File: src/rtl/pipeline_ctrl_pkg.sv
// Shared encodings for the pipeline hazard controller: operand-forward
// selects and controller FSM state codes.
package pipeline_ctrl_pkg;

  typedef enum logic [1:0] {
    FWD_REG    = 2'b00,
    FWD_EXMEM  = 2'b01,
    FWD_WB_ALU = 2'b10,
    FWD_WB_MEM = 2'b11
  } fwd_sel_e;

  typedef enum logic [1:0] {
    PCTRL_RUN      = 2'b00,
    PCTRL_MDU_BUSY = 2'b01,
    PCTRL_MEM_WAIT = 2'b10
  } pctrl_state_e;

endpackage

File: src/rtl/pipeline_ctrl_forward_unit.sv
// Combinational operand-select for one EX source register; the youngest
// producer (EX/MEM) wins over MEM/WB.
module forward_unit
  import pipeline_ctrl_pkg::*;
(
  input  logic [4:0] rs_addr,
  input  logic       ex_mem_valid,
  input  logic [4:0] ex_mem_rd_addr,
  input  logic       ex_mem_reg_write,
  input  logic       mem_wb_valid,
  input  logic [4:0] mem_wb_rd_addr,
  input  logic       mem_wb_reg_write,
  input  logic       mem_wb_mem_to_reg,
  output logic [1:0] fwd_sel
);

  logic ex_mem_hit;
  logic mem_wb_hit;

  assign ex_mem_hit = ex_mem_valid && ex_mem_reg_write &&
                      (ex_mem_rd_addr != 5'd0) && (ex_mem_rd_addr == rs_addr);
  assign mem_wb_hit = mem_wb_valid && mem_wb_reg_write &&
                      (mem_wb_rd_addr != 5'd0) && (mem_wb_rd_addr == rs_addr);

  always_comb begin
    fwd_sel = FWD_REG;
    if (ex_mem_hit) begin
      fwd_sel = FWD_EXMEM;
    end else if (mem_wb_hit) begin
      fwd_sel = mem_wb_mem_to_reg ? FWD_WB_MEM : FWD_WB_ALU;
    end
  end

endmodule

File: src/rtl/pipeline_ctrl.sv
// Central hazard/sequencing controller for the 5-stage RV32 pipeline:
// forwarding, load-use, branch flush, MDU handshake and dmem wait states.
module pipeline_ctrl
  import pipeline_ctrl_pkg::*;
#(
  parameter int MDU_MAX_CYCLES = 64,
  parameter int CNT_WIDTH      = 32
) (
  input  logic                 clk,
  input  logic                 reset,
  input  logic [4:0]           id_rs1_addr,
  input  logic [4:0]           id_rs2_addr,
  input  logic                 id_uses_rs1,
  input  logic                 id_uses_rs2,
  input  logic                 id_ex_valid,
  input  logic [4:0]           id_ex_rs1_addr,
  input  logic [4:0]           id_ex_rs2_addr,
  input  logic [4:0]           id_ex_rd_addr,
  input  logic                 id_ex_mem_read,
  input  logic                 id_ex_is_mdu,
  input  logic                 ex_mem_valid,
  input  logic [4:0]           ex_mem_rd_addr,
  input  logic                 ex_mem_reg_write,
  input  logic                 mem_wb_valid,
  input  logic [4:0]           mem_wb_rd_addr,
  input  logic                 mem_wb_reg_write,
  input  logic                 mem_wb_mem_to_reg,
  input  logic                 branch_taken,
  input  logic                 dmem_req,
  input  logic                 dmem_ready,
  input  logic                 mdu_done,
  output logic [1:0]           forward_a,
  output logic [1:0]           forward_b,
  output logic                 stall_if,
  output logic                 stall_id,
  output logic                 stall_ex,
  output logic                 stall_mem,
  output logic                 flush_id,
  output logic                 flush_ex,
  output logic                 bubble_mem,
  output logic                 pc_sel_branch,
  output logic                 mdu_start,
  output logic                 mdu_error,
  output logic [CNT_WIDTH-1:0] stall_cycles
);

  localparam int MCW = $clog2(MDU_MAX_CYCLES + 1);
  localparam logic [MCW-1:0] MDU_LAST = MCW'(MDU_MAX_CYCLES - 1);

  logic [4:0] rs_addr [2];
  logic [1:0] fwd_sel [2];

  assign rs_addr[0] = id_ex_rs1_addr;
  assign rs_addr[1] = id_ex_rs2_addr;

  for (genvar gi = 0; gi < 2; gi++) begin : g_fwd
    forward_unit u_fwd (
      .rs_addr          (rs_addr[gi]),
      .ex_mem_valid     (ex_mem_valid),
      .ex_mem_rd_addr   (ex_mem_rd_addr),
      .ex_mem_reg_write (ex_mem_reg_write),
      .mem_wb_valid     (mem_wb_valid),
      .mem_wb_rd_addr   (mem_wb_rd_addr),
      .mem_wb_reg_write (mem_wb_reg_write),
      .mem_wb_mem_to_reg(mem_wb_mem_to_reg),
      .fwd_sel          (fwd_sel[gi])
    );
  end

  assign forward_a = fwd_sel[0];
  assign forward_b = fwd_sel[1];

  pctrl_state_e           state_reg, state_next;
  logic [MCW-1:0]         mdu_cnt_reg;
  logic                   mdu_error_reg;
  logic [CNT_WIDTH-1:0]   stall_cycles_reg;

  logic mem_block;
  logic mdu_launch;
  logic load_use;
  logic mdu_timeout;

  assign mem_block   = dmem_req && !dmem_ready;
  assign mdu_launch  = id_ex_valid && id_ex_is_mdu;
  assign load_use    = id_ex_valid && id_ex_mem_read && (id_ex_rd_addr != 5'd0) &&
                       ((id_uses_rs1 && (id_ex_rd_addr == id_rs1_addr)) ||
                        (id_uses_rs2 && (id_ex_rd_addr == id_rs2_addr)));
  // Fires on the last allowed busy cycle, so the error lands after exactly MDU_MAX_CYCLES.
  assign mdu_timeout = (state_reg == PCTRL_MDU_BUSY) && !mdu_done && (mdu_cnt_reg == MDU_LAST);

  always_ff @(posedge clk) begin
    if (reset) begin
      state_reg        <= PCTRL_RUN;
      mdu_cnt_reg      <= '0;
      mdu_error_reg    <= 1'b0;
      stall_cycles_reg <= '0;
    end else begin
      state_reg <= state_next;
      if (state_reg == PCTRL_RUN) begin
        mdu_cnt_reg <= '0;
      end else if (state_reg == PCTRL_MDU_BUSY && !mdu_timeout) begin
        mdu_cnt_reg <= mdu_cnt_reg + 1'b1;
      end
      if (mdu_timeout) begin
        mdu_error_reg <= 1'b1;
      end
      if (stall_if && (stall_cycles_reg != '1)) begin
        stall_cycles_reg <= stall_cycles_reg + 1'b1;
      end
    end
  end

  always_comb begin
    state_next = state_reg;
    case (state_reg)
      PCTRL_RUN: begin
        if (mem_block) begin
          state_next = PCTRL_MEM_WAIT;
        end else if (mdu_launch) begin
          state_next = PCTRL_MDU_BUSY;
        end
      end
      PCTRL_MDU_BUSY: begin
        if (mdu_done || mdu_timeout) begin
          state_next = PCTRL_RUN;
        end
      end
      PCTRL_MEM_WAIT: begin
        if (dmem_ready) begin
          state_next = PCTRL_RUN;
        end
      end
      default: state_next = PCTRL_RUN;
    endcase
  end

  always_comb begin
    stall_if      = 1'b0;
    stall_id      = 1'b0;
    stall_ex      = 1'b0;
    stall_mem     = 1'b0;
    flush_id      = 1'b0;
    flush_ex      = 1'b0;
    bubble_mem    = 1'b0;
    pc_sel_branch = 1'b0;
    mdu_start     = 1'b0;
    case (state_reg)
      PCTRL_RUN: begin
        if (mem_block) begin
          {stall_if, stall_id, stall_ex, stall_mem} = 4'b1111;
        end else if (mdu_launch) begin
          mdu_start = 1'b1;
          {stall_if, stall_id, stall_ex, bubble_mem} = 4'b1111;
        end else if (branch_taken && id_ex_valid) begin
          {pc_sel_branch, flush_id, flush_ex} = 3'b111;
        end else if (load_use) begin
          {stall_if, stall_id, flush_ex} = 3'b111;
        end
      end
      PCTRL_MDU_BUSY: begin
        // On mdu_done everything releases so EX/MEM captures the MDU result.
        if (!mdu_done) begin
          {stall_if, stall_id, stall_ex, bubble_mem} = 4'b1111;
        end
        stall_mem = mem_block;
      end
      PCTRL_MEM_WAIT: begin
        if (!dmem_ready) begin
          {stall_if, stall_id, stall_ex, stall_mem} = 4'b1111;
        end
      end
      default: ;
    endcase
  end

  assign mdu_error    = mdu_error_reg;
  assign stall_cycles = stall_cycles_reg;

endmodule

File: config.mk
export PLATFORM = sky130hd
export DESIGN_NAME = pipeline_ctrl
export DESIGN_NICKNAME = d
export VERILOG_FILES = /design/src/rtl/pipeline_ctrl_pkg.sv /design/src/rtl/pipeline_ctrl_forward_unit.sv /design/src/rtl/pipeline_ctrl.sv
export SDC_FILE = /design/constraint.sdc
export NUM_CORES = 1
export LEC_CHECK = 0
export CORE_UTILIZATION = 40
export CTS_BUF_LIST = sky130_fd_sc_hd__clkbuf_4 sky130_fd_sc_hd__clkbuf_8
export DETAILED_ROUTE_END_ITERATION = 16
export GPL_TIMING_DRIVEN = 0
export HOLD_SLACK_MARGIN = 0.03
export PLACE_DENSITY = 0.74
export REMOVE_ABC_BUFFERS = 1
export SETUP_SLACK_MARGIN = 0.05
export SLEW_MARGIN = 20
export SYNTH_ARGS = -nofsm -noshare
export SYNTH_HDL_FRONTEND = slang
export SYNTH_SLANG_ARGS = --single-unit
File: constraint.sdc
create_clock -name clk -period 2.92 [get_ports clk]
set_clock_uncertainty 0.15 [all_clocks]
set_input_delay 0.584 -clock clk [delete_from_list [all_inputs] [get_ports clk]]
set_output_delay 0.584 -clock clk [all_outputs]
set_load 0.02 [all_outputs]
== After elaboration in Yosys (flattened, before gate mapping) ==
Index checks and enable logic that the tools add are counted.

* Bits in registers: 42
* Bits of input ports: 51
* Output and inout bits: 46
* Word-level logic and storage cells: 83

* Add/sub/neg operators: 2
* Equal/unequal tests: 13
* Multiplexer cells: 33
* Reduce and logical (&&, ||, !) cells: 31

{| class="wikitable"
|+ Operators by type and width
! cell !! count
|-
| adder 32 x 1 -> 32 bit, second input constant || 1
|-
| inequality test 32 bit, second input constant || 1
|-
| equality test 5 bit || 6
|-
| logical AND 1 bit || 20
|-
| two-way mux 1 bit || 20
|-
| two-way mux 2 bit || 8
|-
| nonzero test 5 bit || 3
|-
| case mux 1 bit (3 select lines) || 3
|-
| adder 7 x 1 -> 7 bit, second input constant || 1
|-
| equality test 7 x 6 -> 1 bit, second input constant || 1
|-
| case mux 2 bit (3 select lines) || 1
|-
| zero test 1 bit || 3
|-
| inequality test 3 bit, second input constant || 1
|-
| AND reduction 3 bit || 1
|-
| equality test 2 x 1 -> 1 bit, second input constant || 1
|-
| equality test 2 bit, second input constant || 1
|-
| zero test 2 bit || 1
|-
| logical OR 1 bit || 2
|-
| inequality test 2 x 1 -> 1 bit, second input constant || 1
|-
| inequality test 2 bit, second input constant || 1
|-
| case mux 1 bit (2 select lines) || 1
|-
| OR reduction 2 bit || 1
|}

== Longest topological paths before layout ==
* Word-level depth: 10
* Gate-level depth with buffers: 9

== Hierarchy ==
Synthesis repeated with hierarchy kept, for this count alone.

* Cell total of the unflattened synthesis: 322
* Area, all modules: 2568.7 um^2

{| class="wikitable"
|+ By module, submodules not included
! module !! instances !! cells each !! area an instance (um^2) !! seq. area each (um^2)
|-
| pipeline_ctrl || 1 || 272 || 2233.4 || 840.8
|-
| forward_unit || 2 || 25 || 167.7 || 0.0
|}

== Worst setup path after synthesis ==
Ideal clock, no wire load.

* Path type: input port to flip-flop
* From: in dmem_req
* To: reg stall_cycles_reg[21] (netlist: stall_cycles[21])
* Setup time: 0.121 ns
* Data arrival time: 2.228 ns
* Required time: 2.649 ns
* Slack: 0.421 ns
* Stages: 7
* Path buffers: 0
* Path through: or2_1 -> a211oi_1 -> inv_1 -> nor2_1 -> nor2_1 -> nand4_1 -> mux2_2

* Longest elaborated chain between the ends: 4

{| class="wikitable"
|+ RTL lines
! what !! line !! text
|-
| start, declared || pipeline_ctrl.sv:29 || <nowiki>input logic dmem_req,</nowiki>
|-
| logical AND 1 bit || pipeline_ctrl.sv:83 || <nowiki>assign mem_block = dmem_req && !dmem_ready;</nowiki>
|-
| two-way mux 1 bit || pipeline_ctrl.sv:149 || <nowiki>if (mem_block) begin</nowiki>
|-
| case mux 1 bit (3 select lines) || pipeline_ctrl.sv:147 || <nowiki>case (state_reg)</nowiki>
|-
| logical AND 1 bit || pipeline_ctrl.sv:107 || <nowiki>if (stall_if && (stall_cycles_reg != '1)) begin</nowiki>
|-
| end signal, assigned || pipeline_ctrl.sv:108 || <nowiki>stall_cycles_reg <= stall_cycles_reg + 1'b1;</nowiki>
|-
| end, declared || pipeline_ctrl.sv:76 || <nowiki>logic [CNT_WIDTH-1:0] stall_cycles_reg;</nowiki>
|}

No other way between the ends.
A chain may end at the register's enable or synchronous reset.

== Worst setup path after layout ==
* From: in id_ex_mem_read
* To: reg stall_cycles_reg[27] (netlist: stall_cycles[27])

* Longest elaborated chain between the ends: 9

{| class="wikitable"
|+ RTL lines
! what !! line !! text
|-
| start, declared || pipeline_ctrl.sv:19 || <nowiki>input logic id_ex_mem_read,</nowiki>
|-
| logical AND 1 bit (3 in a row) || pipeline_ctrl.sv:85 || <nowiki>assign load_use = id_ex_valid && id_ex_mem_read && (id_ex_rd_addr != 5'd0) &&</nowiki>
|-
| two-way mux 1 bit || pipeline_ctrl.sv:156 || <nowiki>end else if (load_use) begin</nowiki>
|-
| two-way mux 1 bit || pipeline_ctrl.sv:154 || <nowiki>end else if (branch_taken && id_ex_valid) begin</nowiki>
|-
| two-way mux 1 bit || pipeline_ctrl.sv:151 || <nowiki>end else if (mdu_launch) begin</nowiki>
|-
| two-way mux 1 bit || pipeline_ctrl.sv:149 ||
|-
| case mux 1 bit (3 select lines) || pipeline_ctrl.sv:147 ||
|-
| logical AND 1 bit || pipeline_ctrl.sv:107 ||
|}

No other way between the ends.

==> results.json <==
{
  "finalCritPeriodShare_pct": 97.1,
  "slew_violations": 0,
  "cts_buffers": 5,
  "muxShareOfSynthArea_pct": 1.65,
  "synthesis.instances": 320,
  "yosysSeqAreaShare_pct": 32.6,
  "grt_use_total_pct": 19.8,
  "grt-ovfl-total": 0,
  "first_pass_iters": 4,
  "fmax_mhz": 353,
  "die_w_um": 82.3,
  "placed_area_um2": 3570,
  "maxCapViolations": 0,
  "finalNetCount": 465,
  "finalInstanceArea_um2": 3700,
  "final.fill_count": 571,
  "cts_root_buf": "clkbuf_8",
  "worst_pin_slew_ps": 685,
  "cts_buffer_depth": 2,
  "fp-row-count": 28,
  "htree_levels": 2,
  "dieArea_um2": 6770,
  "ys.flop_type": "dfxtp_1",
  "dr.first_iter.drc_count": 104,
  "antenna_found_initial": 0,
  "cp-end-kind": "flop",
  "postCtsHoldBufs": 0,
  "cts_tree": "done",
  "ys_ff_latch": 42,
  "grt_max_degree": 41,
  "port_buffers": 96,
  "final_util_pct": 61.0,
  "finalSetupViolCount": 0,
  "wl_per_cell_um": 14.2,
  "hold_path.class": "flop to flop",
  "p_leak_nw": 1.31,
  "chipHeight_um": 82.3,
  "synth_compound_area_share_pct": 6.02,
  "critical_path_arrival_ps": 2900,
  "first_global_vias": 2294,
  "dp_hpwl_mm": 4.99,
  "slew_headroom_pct": 54.3,
  "yosysWarnings": 0,
  "grt_pass1_wl_mm": 10.3,
  "required_ps": 2990,
  "synthAdderAreaFrac_pct": 0.971,
  "report.final.hold_viol_count": 0,
  "vias_per_cell": 5.34,
  "largest_reg_flops": 32,
  "rsz0062_at_grt": "yes",
  "insertion_delay_ps": 300,
  "clkSinkCount": 42,
  "core_um2": 6060,
  "ant_nets": 0,
  "insertedDiodeCount": 0,
  "power_density_nw_per_um2": 335,
  "vias": 2604,
  "cts.clk_slew.worst_paths_ps": 80,
  "synth-edff-count": 0,
  "synth_top_family_by_area": "simple AND/OR/NAND/NOR gates",
  "synthXorXnorAreaFrac_pct": 20.4,
  "fin_crit_ps": 2830,
  "peakVddDrop_v": 0.000199,
  "synthSimpleGateAreaFrac_pct": 34.9,
  "status": "completed",
  "syn_to_final_growth_pct": 43.5,
  "syn_area_um2": 2580,
  "start_kind": "primary input",
  "routed_wl_mm": 6.95,
  "crit_path_max_fanout": 27,
  "initial_utilization_pct": 42.5,
  "io_pins": 97,
  "path_class": "primary input to flop",
  "gp_congestion": 0.832,
  "drc": 0,
  "synth-async-reset-ratio_pct": 0,
  "drive_gt1_share_pct": 10.7,
  "synth_cell_types": 49,
  "avgSynthCellArea_um2": 8.05
}
## stage by stage
| stage | std cells | setup slack (ps) | TNS, ps | hold slack (ps) | total power, W |
|---|---|---|---|---|---|
| after global placement | 477 | -1270 | -33040 | 309 | 0.000845 |
| after global routing | 488 | 12.0 | 0 | 370 | 0.00130 |
| final | 488 | 85.9 | 0 | 353 | 0.00124 |
| after floorplan | 306 | -294 | -622 | 308 | 0.000708 |
| after CTS | 486 | 41.3 | 0 | 349 | 0.00124 |
| after detailed placement | 478 | -805 | -18700 | 331 | 0.000852 |
## what timing repair did
action                                  4_1_cts  5_1_grt
buffers inserted                              0        2
pin swaps                                     4        7
endpoints found under the setup margin       42       11
resized for setup                            50       16
hold endpoints to repair                      0        0
## where the power goes
group / internal [W] / total, W / switching [W] / leakage (nW)
Combinational: 0.000126 / 0.000258 / 0.000133 / 0.917
Clock: 0.000200 / 0.000396 / 0.000196 / 0.0517
Sequential: 0.000577 / 0.000583 / 0.00000614 / 0.339
Total: 0.000903 / 0.00124 / 0.000335 / 1.31
## routing by layer
| metal | up-vias | share of wire, % | global-route usage [%] |
|---|---|---|---|
| met1 | 1188 | 42 | 23.9 |
| met5 | - | 0 | 0 |
| met3 | 10 | 10 | 4.84 |
| met2 | 104 | 46 | 33.4 |
| met4 | 0 | 1.7 | 8.07 |
| li1 | 1302 | - | - |
## final cells by class
type | count | area (µm²) | share of cell area, %
multi-input combinational | 259 | 1720 | 46.5
timing repair buffer | 99 | 927 | 25.1
sequential | 42 | 841 | 22.7
tap | 75 | 93.8 | 2.54
clock buffer | 7 | 90.1 | 2.44
inverter | 5 | 18.8 | 0.508
clock inverter | 1 | 5.00 | 0.135
## cell usage after synthesis (8+ instances only)
library cell	n	area [µm²]
and3_1	8	50.1
clkbuf_1	8	30.0
dfxtp_1	42	841
nand2_1	20	75.1
nand3_1	16	80.1
nand4_1	16	100
nor2_1	48	180
nor3_1	16	80.1
nor4_1	12	75.1
xnor2_1	47	412
xor2_1	13	114
## placed cells by master (no fill, tap or decap), types with 6 or more instances in the layout
cell type and n:
clkdlybuf4s50_1 70, nor2_1 47, xnor2_1 46, dfxtp_1 42
nand2_1 20, nand3_1 16, nand4_1 16, nor3_1 16
xor2_1 13, dlygate4sd2_1 13, nor4_1 9, and3_1 8
buf_2 7, a21oi_1 6, clkbuf_8 6
## kinds of logic (layout without fill, tap and decap cells)
| kind of cell | Yosys count | count (layout) |
|---|---|---|
| compound gates | 23 | 23 |
| simple gates | 170 | 170 |
| xor+xnor | 60 | 60 |
| buf+inv | 19 | 112 |
| mux | 4 | 4 |
| fa+ha+maj | 2 | 2 |
| flops | 42 | 42 |
## worst max-delay path: stages
cell and delay (ps):
clkdlybuf4s50_1 510, o21ai_4 80, buf_4 140, o31a_1 250, a41o_4 350, or4b_4 520
or3_1 310, a21oi_1 140
## path summary, 6_finish.rpt
check                       start                to  slack [ps]  depth (start not counted)
hold reg to reg   stall_cycles[1]   stall_cycles[1]         350                          2
setup / recovery   id_ex_mem_read  stall_cycles[27]          90                          8
setup reg to reg  stall_cycles[3]  stall_cycles[21]         160                          7
hold / removal    stall_cycles[1]   stall_cycles[1]         350                          2
Note: power is estimated with default switching activity, not from simulation.
